<file path="src/rtl/ps2_pkg.sv">
// rtl/ps2_pkg.sv - shared PS/2 host definitions
// Purpose: transmitter state encoding, PS/2 command constants, default timing
//          constants and the host-to-device frame builder.
// Ports:   none (package).
package ps2_pkg;

  typedef enum logic [2:0] {
    IDLE      = 3'd0,
    INHIBIT   = 3'd1,
    START     = 3'd2,
    SEND      = 3'd3,
    ACK       = 3'd4,
    WAIT_IDLE = 3'd5
  } tx_state_t;

  localparam logic [7:0] CMD_SET_LED = 8'hED;
  localparam logic [7:0] CMD_ECHO    = 8'hEE;
  localparam logic [7:0] CMD_ENABLE  = 8'hF4;
  localparam logic [7:0] CMD_RESET   = 8'hFF;
  localparam logic [7:0] ACK_BYTE    = 8'hFA;

  // 50 MHz system clock: 100 us inhibit, 15 ms transfer timeout
  localparam int DEF_INHIBIT_CYC = 5000;
  localparam int DEF_TIMEOUT_CYC = 750000;
  localparam int DEF_FILT_LEN    = 4;

  // Bits shifted out after the start bit, LSB first: data, odd parity, stop.
  function automatic logic [9:0] make_frame(input logic [7:0] d);
    return {1'b1, ~^d, d};
  endfunction

endpackage

</file>
<file path="src/rtl/ps2_host_tx_if.sv">
// rtl/ps2_host_tx_if.sv - command byte handshake between client and PS/2 transmitter
// Purpose: groups the byte request/response signals of ps2_host_tx.
// Signals: tx_data  command byte            (master -> slave)
//          tx_valid request                 (master -> slave)
//          tx_ready transmitter idle        (slave -> master)
//          busy     transfer in progress    (slave -> master)
//          tx_done  byte sent and acked     (slave -> master, 1-cycle pulse)
//          tx_err   no ack or timeout       (slave -> master, 1-cycle pulse)
interface ps2_host_tx_if;

  logic [7:0] tx_data;
  logic       tx_valid;
  logic       tx_ready;
  logic       busy;
  logic       tx_done;
  logic       tx_err;

  modport master (
    output tx_data, tx_valid,
    input  tx_ready, busy, tx_done, tx_err
  );

  modport slave (
    input  tx_data, tx_valid,
    output tx_ready, busy, tx_done, tx_err
  );

endinterface

</file>
<file path="src/rtl/ps2_line_sync.sv">
// rtl/ps2_line_sync.sv - PS/2 pad synchronizer, clock glitch filter and fall strobe
// Purpose: brings the asynchronous PS/2 clock/data pads into the clk domain and
//          produces a one-cycle strobe on each accepted ps2_clk falling edge.
// Ports:   clk, rst   system clock, async active-high reset
//          clk_pad    raw ps2_clk pad sample
//          data_pad   raw ps2_data pad sample
//          clk_sync   2-flop synchronized ps2_clk
//          data_sync  2-flop synchronized ps2_data
//          clk_fall   1-cycle pulse when the filtered clock goes 1->0
module ps2_line_sync #(
  parameter int FILT_LEN = 4
) (
  input  logic clk,
  input  logic rst,
  input  logic clk_pad,
  input  logic data_pad,
  output logic clk_sync,
  output logic data_sync,
  output logic clk_fall
);

  localparam int CW = $clog2(FILT_LEN + 1);
  localparam logic [CW-1:0] CNT_LAST = CW'(FILT_LEN - 1);

  logic          clk_meta;
  logic          data_meta;
  logic          clk_filt;
  logic [CW-1:0] cnt;

  // Idle bus level is high, so the synchronizers reset to 1.
  always_ff @(posedge clk or posedge rst) begin
    if (rst) begin
      clk_meta  <= 1'b1;
      clk_sync  <= 1'b1;
      data_meta <= 1'b1;
      data_sync <= 1'b1;
    end else begin
      clk_meta  <= clk_pad;
      clk_sync  <= clk_meta;
      data_meta <= data_pad;
      data_sync <= data_meta;
    end
  end

  // cnt counts consecutive synced samples that differ from the filtered level;
  // the FILT_LEN-th one flips the level. Any agreeing sample restarts the run.
  always_ff @(posedge clk or posedge rst) begin
    if (rst) begin
      clk_filt <= 1'b1;
      cnt      <= '0;
      clk_fall <= 1'b0;
    end else begin
      clk_fall <= 1'b0;
      if (clk_sync == clk_filt) begin
        cnt <= '0;
      end else if (cnt == CNT_LAST) begin
        clk_filt <= clk_sync;
        cnt      <= '0;
        clk_fall <= clk_filt;
      end else begin
        cnt <= cnt + 1'b1;
      end
    end
  end

endmodule

</file>
<file path="src/rtl/ps2_host_tx.sv">
// rtl/ps2_host_tx.sv - PS/2 host-to-device command byte transmitter
// Purpose: inhibits the bus, issues a start bit, shifts out one command byte
//          with odd parity and stop bit on device clock falls, checks the
//          device ack and reports done/err. Lines are driven open-drain via
//          output enables (pad = oe ? 1'b0 : 1'bz at the top level).
// Ports:   clk, rst     system clock, async active-high reset
//          tx           byte handshake (ps2_host_tx_if.slave)
//          ps2_clk_in   PS/2 clock pad sample (async)
//          ps2_data_in  PS/2 data pad sample (async)
//          ps2_clk_oe   1 = pull ps2_clk low
//          ps2_data_oe  1 = pull ps2_data low
module ps2_host_tx
  import ps2_pkg::*;
#(
  parameter int INHIBIT_CYC = DEF_INHIBIT_CYC,
  parameter int TIMEOUT_CYC = DEF_TIMEOUT_CYC,
  parameter int FILT_LEN    = DEF_FILT_LEN
) (
  input  logic          clk,
  input  logic          rst,
  ps2_host_tx_if.slave  tx,
  input  logic          ps2_clk_in,
  input  logic          ps2_data_in,
  output logic          ps2_clk_oe,
  output logic          ps2_data_oe
);

  localparam int IW = (INHIBIT_CYC > 1) ? $clog2(INHIBIT_CYC) : 1;
  localparam int TW = $clog2(TIMEOUT_CYC + 1);
  localparam logic [IW-1:0] INH_LAST = IW'(INHIBIT_CYC - 1);
  localparam logic [TW-1:0] TO_LAST  = TW'(TIMEOUT_CYC);

  tx_state_t     state;
  tx_state_t     state_nxt;
  logic [9:0]    frame;
  logic [3:0]    bit_idx;
  logic [IW-1:0] inh_cnt;
  logic [TW-1:0] to_cnt;
  logic          data_bit_oe;
  logic          ack_q;

  logic          clk_sync;
  logic          data_sync;
  logic          clk_fall;

  logic          on_wire;
  logic          inh_last;
  logic          timed_out;
  logic          lines_idle;

  ps2_line_sync #(
    .FILT_LEN (FILT_LEN)
  ) u_line_sync (
    .clk       (clk),
    .rst       (rst),
    .clk_pad   (ps2_clk_in),
    .data_pad  (ps2_data_in),
    .clk_sync  (clk_sync),
    .data_sync (data_sync),
    .clk_fall  (clk_fall)
  );

  // Timeout window covers everything after the clock is handed to the device.
  assign on_wire    = (state == SEND) || (state == ACK) || (state == WAIT_IDLE);
  assign inh_last   = (inh_cnt == INH_LAST);
  assign timed_out  = on_wire && (to_cnt == TO_LAST);
  assign lines_idle = clk_sync && data_sync;

  // State register
  always_ff @(posedge clk or posedge rst) begin
    if (rst) begin
      state <= IDLE;
    end else begin
      state <= state_nxt;
    end
  end

  // Next-state logic
  always_comb begin
    state_nxt = state;
    unique case (state)
      IDLE:      if (tx.tx_valid) state_nxt = INHIBIT;
      INHIBIT:   if (inh_last) state_nxt = START;
      START:     state_nxt = SEND;
      SEND: begin
        if (timed_out)                         state_nxt = IDLE;
        else if (clk_fall && bit_idx == 4'd9)  state_nxt = ACK;
      end
      ACK: begin
        if (timed_out)      state_nxt = IDLE;
        else if (clk_fall)  state_nxt = WAIT_IDLE;
      end
      WAIT_IDLE: if (timed_out || lines_idle) state_nxt = IDLE;
      default:   state_nxt = IDLE;
    endcase
  end

  // Frame shifter, counters and ack capture
  always_ff @(posedge clk or posedge rst) begin
    if (rst) begin
      frame       <= '0;
      bit_idx     <= '0;
      inh_cnt     <= '0;
      to_cnt      <= '0;
      data_bit_oe <= 1'b0;
      ack_q       <= 1'b0;
    end else begin
      unique case (state)
        IDLE: begin
          if (tx.tx_valid) begin
            frame   <= make_frame(tx.tx_data);
            inh_cnt <= '0;
          end
        end
        INHIBIT: inh_cnt <= inh_cnt + 1'b1;
        START: begin
          // Start bit (data low) stays on the line until the first fall.
          to_cnt      <= '0;
          bit_idx     <= '0;
          data_bit_oe <= 1'b1;
          ack_q       <= 1'b0;
        end
        SEND: begin
          to_cnt <= to_cnt + 1'b1;
          if (clk_fall) begin
            data_bit_oe <= ~frame[0];
            frame       <= {1'b0, frame[9:1]};
            bit_idx     <= bit_idx + 1'b1;
          end
        end
        ACK: begin
          to_cnt <= to_cnt + 1'b1;
          if (clk_fall) ack_q <= ~data_sync;
        end
        WAIT_IDLE: to_cnt <= to_cnt + 1'b1;
        default: ;
      endcase
    end
  end

  // Outputs; a timeout releases data in the same cycle the error pulses.
  always_comb begin
    tx.tx_ready = (state == IDLE);
    tx.busy     = (state != IDLE);
    ps2_clk_oe  = (state == INHIBIT) || (state == START);
    ps2_data_oe = (state == START) ||
                  (((state == SEND) || (state == ACK)) && data_bit_oe && !timed_out);
    tx.tx_done  = (state == WAIT_IDLE) && lines_idle && ack_q && !timed_out;
    tx.tx_err   = timed_out || ((state == WAIT_IDLE) && lines_idle && !ack_q);
  end

endmodule

</file>
<file path="src/flat_wrapper.sv">
// flat-port wrapper written by rule: the top's interface ports become plain ports
module ps2_host_tx_flat import ps2_pkg::*;
#(
  parameter int INHIBIT_CYC = DEF_INHIBIT_CYC,
  parameter int TIMEOUT_CYC = DEF_TIMEOUT_CYC,
  parameter int FILT_LEN    = DEF_FILT_LEN
)
  (clk, rst, ps2_clk_in, ps2_data_in, ps2_clk_oe, ps2_data_oe, tx_tx_data, tx_tx_valid, tx_tx_ready, tx_busy, tx_tx_done, tx_tx_err);
  ps2_host_tx_if tx_i ();
  input  logic clk;
  input  logic rst;
  input  logic ps2_clk_in;
  input  logic ps2_data_in;
  output logic ps2_clk_oe;
  output logic ps2_data_oe;
  input wire logic [$bits(tx_i.tx_data)-1:0] tx_tx_data;
  input wire logic [$bits(tx_i.tx_valid)-1:0] tx_tx_valid;
  output wire logic [$bits(tx_i.tx_ready)-1:0] tx_tx_ready;
  output wire logic [$bits(tx_i.busy)-1:0] tx_busy;
  output wire logic [$bits(tx_i.tx_done)-1:0] tx_tx_done;
  output wire logic [$bits(tx_i.tx_err)-1:0] tx_tx_err;
  assign tx_i.tx_data = tx_tx_data;
  assign tx_i.tx_valid = tx_tx_valid;
  assign tx_tx_ready = tx_i.tx_ready;
  assign tx_busy = tx_i.busy;
  assign tx_tx_done = tx_i.tx_done;
  assign tx_tx_err = tx_i.tx_err;
  ps2_host_tx #(.INHIBIT_CYC(INHIBIT_CYC), .TIMEOUT_CYC(TIMEOUT_CYC), .FILT_LEN(FILT_LEN)) u_core (.clk(clk), .rst(rst), .tx(tx_i), .ps2_clk_in(ps2_clk_in), .ps2_data_in(ps2_data_in), .ps2_clk_oe(ps2_clk_oe), .ps2_data_oe(ps2_data_oe));
endmodule
</file>
<file path="config.mk">
export PLATFORM = sky130hd
export DESIGN_NAME = ps2_host_tx_flat
export DESIGN_NICKNAME = d
export VERILOG_FILES = /design/src/rtl/ps2_pkg.sv /design/src/rtl/ps2_host_tx_if.sv /design/src/rtl/ps2_line_sync.sv /design/src/rtl/ps2_host_tx.sv /design/src/flat_wrapper.sv
export SDC_FILE = /design/constraint.sdc
export NUM_CORES = 1
export LEC_CHECK = 0
export BUFFER_PORTS_ARGS = -buffer_cell sky130_fd_sc_hd__buf_2
export CORE_UTILIZATION = 42
export DETAILED_ROUTE_END_ITERATION = 16
export PLACE_DENSITY = 0.69
export SETUP_SLACK_MARGIN = 0.2
export SLEW_MARGIN = 0
export SYNTH_ARGS = -nofsm -noshare
export SYNTH_HDL_FRONTEND = slang
export SYNTH_HIERARCHICAL = 1
export SYNTH_SLANG_ARGS = --single-unit
</file>
<file path="constraint.sdc">
create_clock -name clk -period 2.1 [get_ports clk]
set_input_delay 0.21 -clock clk [delete_from_list [all_inputs] [get_ports clk]]
set_output_delay 0.21 -clock clk [all_outputs]
set_load 0.05 [all_outputs]
</file>
==> results.ini <==
[floorplanning]
die_w_um = 88.6
core-area_mm2 = 0.00725
top_level_ports = 19
initial_core_util_pct = 43.4
dieHeight_um = 88.6
num_rows = 31
die-area_mm2 = 0.00784

[sta]
finalCriticalPeriod_ps = 2410
fin_skew_ps = 4.44
worstMarginPinSlew_ps = 537
fin_crit_sh_pct = 115
final_hold_viol_count = 0
slew_violations = 0
finalWorstSetupSlack_ps = -305
fmax_ghz = 0.416
rsz0062_at_grt = yes
finalSetupViolations = 4
relSlewSlack_pct = 64.1
whs_ps = 194

[setup_path]
cp_slowest_cell = or4b_1
cp_slowest_stage_delay_ps = 530
cp_top_family = simple AND/OR/NAND/NOR gates
setup.worst_path.end_class = primary output
cp_data_arrival_time_ps = 2200
path_class = register to primary output
crit_fanout = 3
cp_num_buf_inv = 1
startpoint_type = register
cp.required_ps = 1890
path_cells = or4b_1 -> or3_4 -> o31a_1 -> o21ai_1 -> nand2_2 -> buf_6

[cts]
h-tree-depth = 3
cts_tree = done
numCtsBuffers = 9
worst_skew_pair.late_latency_ps = 340
clk_pin_slew_ps = 70
cts-root-buf = clkbuf_8
clock_sinks = 61
cts_buffer_depth = 2

[power_and_ir_drop]
p_leak_nw = 1.76
p_sw_share_pct = 22.0
p_seq_share_pct = 42.0
p_comb_share_pct = 9.7
p_int_mw = 2.47
peakVddDrop_mv = 0.528
pwr-share-clk_pct = 48.4
switching_power_mw = 0.698
power_density_mw_per_mm2 = 803

[grt]
grt_antenna_before_repair = 0
grt_busiest_layer = met2
met3_usage_pct = 5.60
grt_use_met2_pct = 31.7
use_met1_pct = 23.2
grt_pass1_wl_mm = 11.2
overflow = 0
grt_pass1_vias = 2447
grt_use_total_pct = 18.9
grt_max_degree = 53

[synth]
synthesis.nets = 345
ys_types = 49
ys.flop_type = dfrtp_1
seq_area_frac_synth_pct = 48.7
synth_edf_count = 0
syn_area_per_cell_um2 = 9.65
synthesis.area_mm2 = 0.00315
synthCells = 326
async_flop_share_pct = 100
synth_seq_cells = 61
synth_warnings = 6

[status]
status = finished with violations
violations = setup timing

[cells_and_area]
layout_commonest_cell = dfrtp_1
most-common-layout-cells = dfrtp_1, nand2_1, o21ai_0, mux2i_1, nand3_1
nFillCells = 638
syn_to_final_growth_pct = 25.4
nNetsFinal = 392
multi_input_area_mm2 = 0.00159
drive_gt1_share_pct = 23.0
diodes = 0
seq_area_mm2 = 0.00154

[place]
dp_hpwl_mm = 4.70
numPortBuffers = 18
routabilityCongestion = 0.794
place_ws_ps = -1.40

[min_path]
min_path_type = primary input to register

[drt]
vias = 2576
wire_per_inst_um = 14.3
drtAntennaViolNets = 0
drt_iter0_drc = 87
drc = 0
drtPass1Iterations = 5
drt_wl_total_mm = 6.80
vias_per_cell = 5.40

[job]
cap_violations = 0

## cells in the mapped netlist (2+ instances only)
cell type   n  area share [%]
dfrtp_1    56              45
nand2_1    50             6.0
o21ai_0    39             6.2
mux2i_1    23             7.3
nand3_1    22             3.5
nor2_1     20             2.4
inv_1       9             1.1
a21oi_1     8             1.3
nand4_1     8             1.6
xnor2_1     7             1.9
ha_1        6             2.4
nand2b_1    6             1.2
and3_1      5            0.99
clkbuf_1    5            0.60
dfstp_2     5             4.2
nor3_1      5            0.80
buf_2       4            0.64
xor2_1      4             1.1
a31oi_1     3            0.60
and2_1      3            0.60
nor3b_2     3             1.2
o31ai_1     3            0.72
nand3b_1    2            0.48
nor2b_1     2            0.40
nor4b_1     2            0.56
o211ai_1    2            0.48
o32ai_1     2            0.56
## power by group through the flow
stage	combinational (mW)	sequential [mW]	clock, mW
3_5_place_dp	0.293	1.35	0
2_1_floorplan	0.226	1.33	0
4_1_cts	0.312	1.33	1.56
6_report	0.307	1.33	1.53
3_3_place_gp	0.282	1.35	0
5_1_grt	0.359	1.34	1.61
## final timing paths
| path | end | cells past startpoint | slack [ps] | startpoint |
|---|---|---|---|---|
| worst min register to register | u_core/u_line_sync/data_sync$_DFF_PP1_ | 0 | 360 | u_core/u_line_sync/data_meta$_DFF_PP1_ |
| max in group asynchronous | u_core/state[2]$_DFFE_PP0P_ | 4 | 1390 | rst |
| worst min-delay path | u_core/frame[5]$_DFFE_PP0P_ | 3 | 190 | tx_tx_data[5] |
| worst max register to register | u_core/state[0]$_DFFE_PP0P_ | 6 | -60 | u_core/to_cnt[3]$_DFFE_PP0P_ |
| worst max-delay path | ps2_data_oe | 6 | -310 | u_core/to_cnt[3]$_DFFE_PP0P_ |
| min in group asynchronous | u_core/u_line_sync/cnt[1]$_DFF_PP0_ | 3 | 370 | rst |
## per-stage QoR
| stage | instances | area (um^2) | utilization (%) | setup TNS [ps] | total power, mW |
|---|---|---|---|---|---|
| after floorplan | 326 | 3160 | - | 0 | 1.56 |
| after global placement | 451 | 3470 | 47.9 | 0 | 1.63 |
| after detailed placement | 451 | 3470 | 47.9 | -1.40 | 1.64 |
| after CTS | 475 | 3880 | 53.6 | -743 | 3.20 |
| after global routing | 477 | 3950 | 54.4 | -1150 | 3.31 |
| final | 477 | 3950 | 54.4 | -808 | 3.17 |
## routing by layer
layer  routed length (um)  part of all wire [%]
met5                    0                     0
met4                  125                   1.8
met3                  254                   3.7
met2                 3440                    51
met1                 2980                    44
## cell families (layout without fill, tap and decap cells)
kind of cell	count (synthesis)	in the layout	synth area share [%]
compound gates	64	64	11.7
xor+xnor	11	11	3.06
fa+ha+maj	6	6	2.39
buf+inv	19	71	2.66
flops	61	61	48.7
mux	24	24	7.67
simple gates	141	141	23.8
## repair_timing
| item | 4_1_cts | 5_1_grt |
|---|---|---|
| hold buffers | 3 | 0 |
| hold endpoints to repair | 58 | 0 |
| setup buffers | 5 | 2 |
| resized for setup | 15 | 11 |
| pin swaps | 0 | 3 |
| setup endpoints to repair | 7 | 27 |
## cell type report
class                      instances  share of cell area, %
multi-input combinational        246                   40.2
sequential                        61                   38.9
timing repair buffer              46                   9.42
clock inverter                     6                   4.00
tap                               99                   3.14
inverter                           9                  0.856
clock buffer                      10                   3.49
## state kept, by name, summed over array words and instances (netlist names)
register	flops
u_core/ack_q	1
u_core/u_line_sync/clk_fall	1
u_core/to_cnt	20
u_core/u_line_sync/clk_meta	1
u_core/u_line_sync/clk_sync	1
u_core/bit_idx	4
u_core/u_line_sync/data_sync	1
u_core/frame	10
u_core/u_line_sync/cnt	3
u_core/inh_cnt	13
u_core/state	3
u_core/u_line_sync/data_meta	1
u_core/data_bit_oe	1
u_core/u_line_sync/clk_filt	1
## worst reg2reg max path, delay by kind of cell, from the launching register on
family	cells	cell delay, ps
compound gates	2	400
flops	1	380
simple gates	3	1130
buf+inv	1	150
Power figures use the tool's default switching activity.
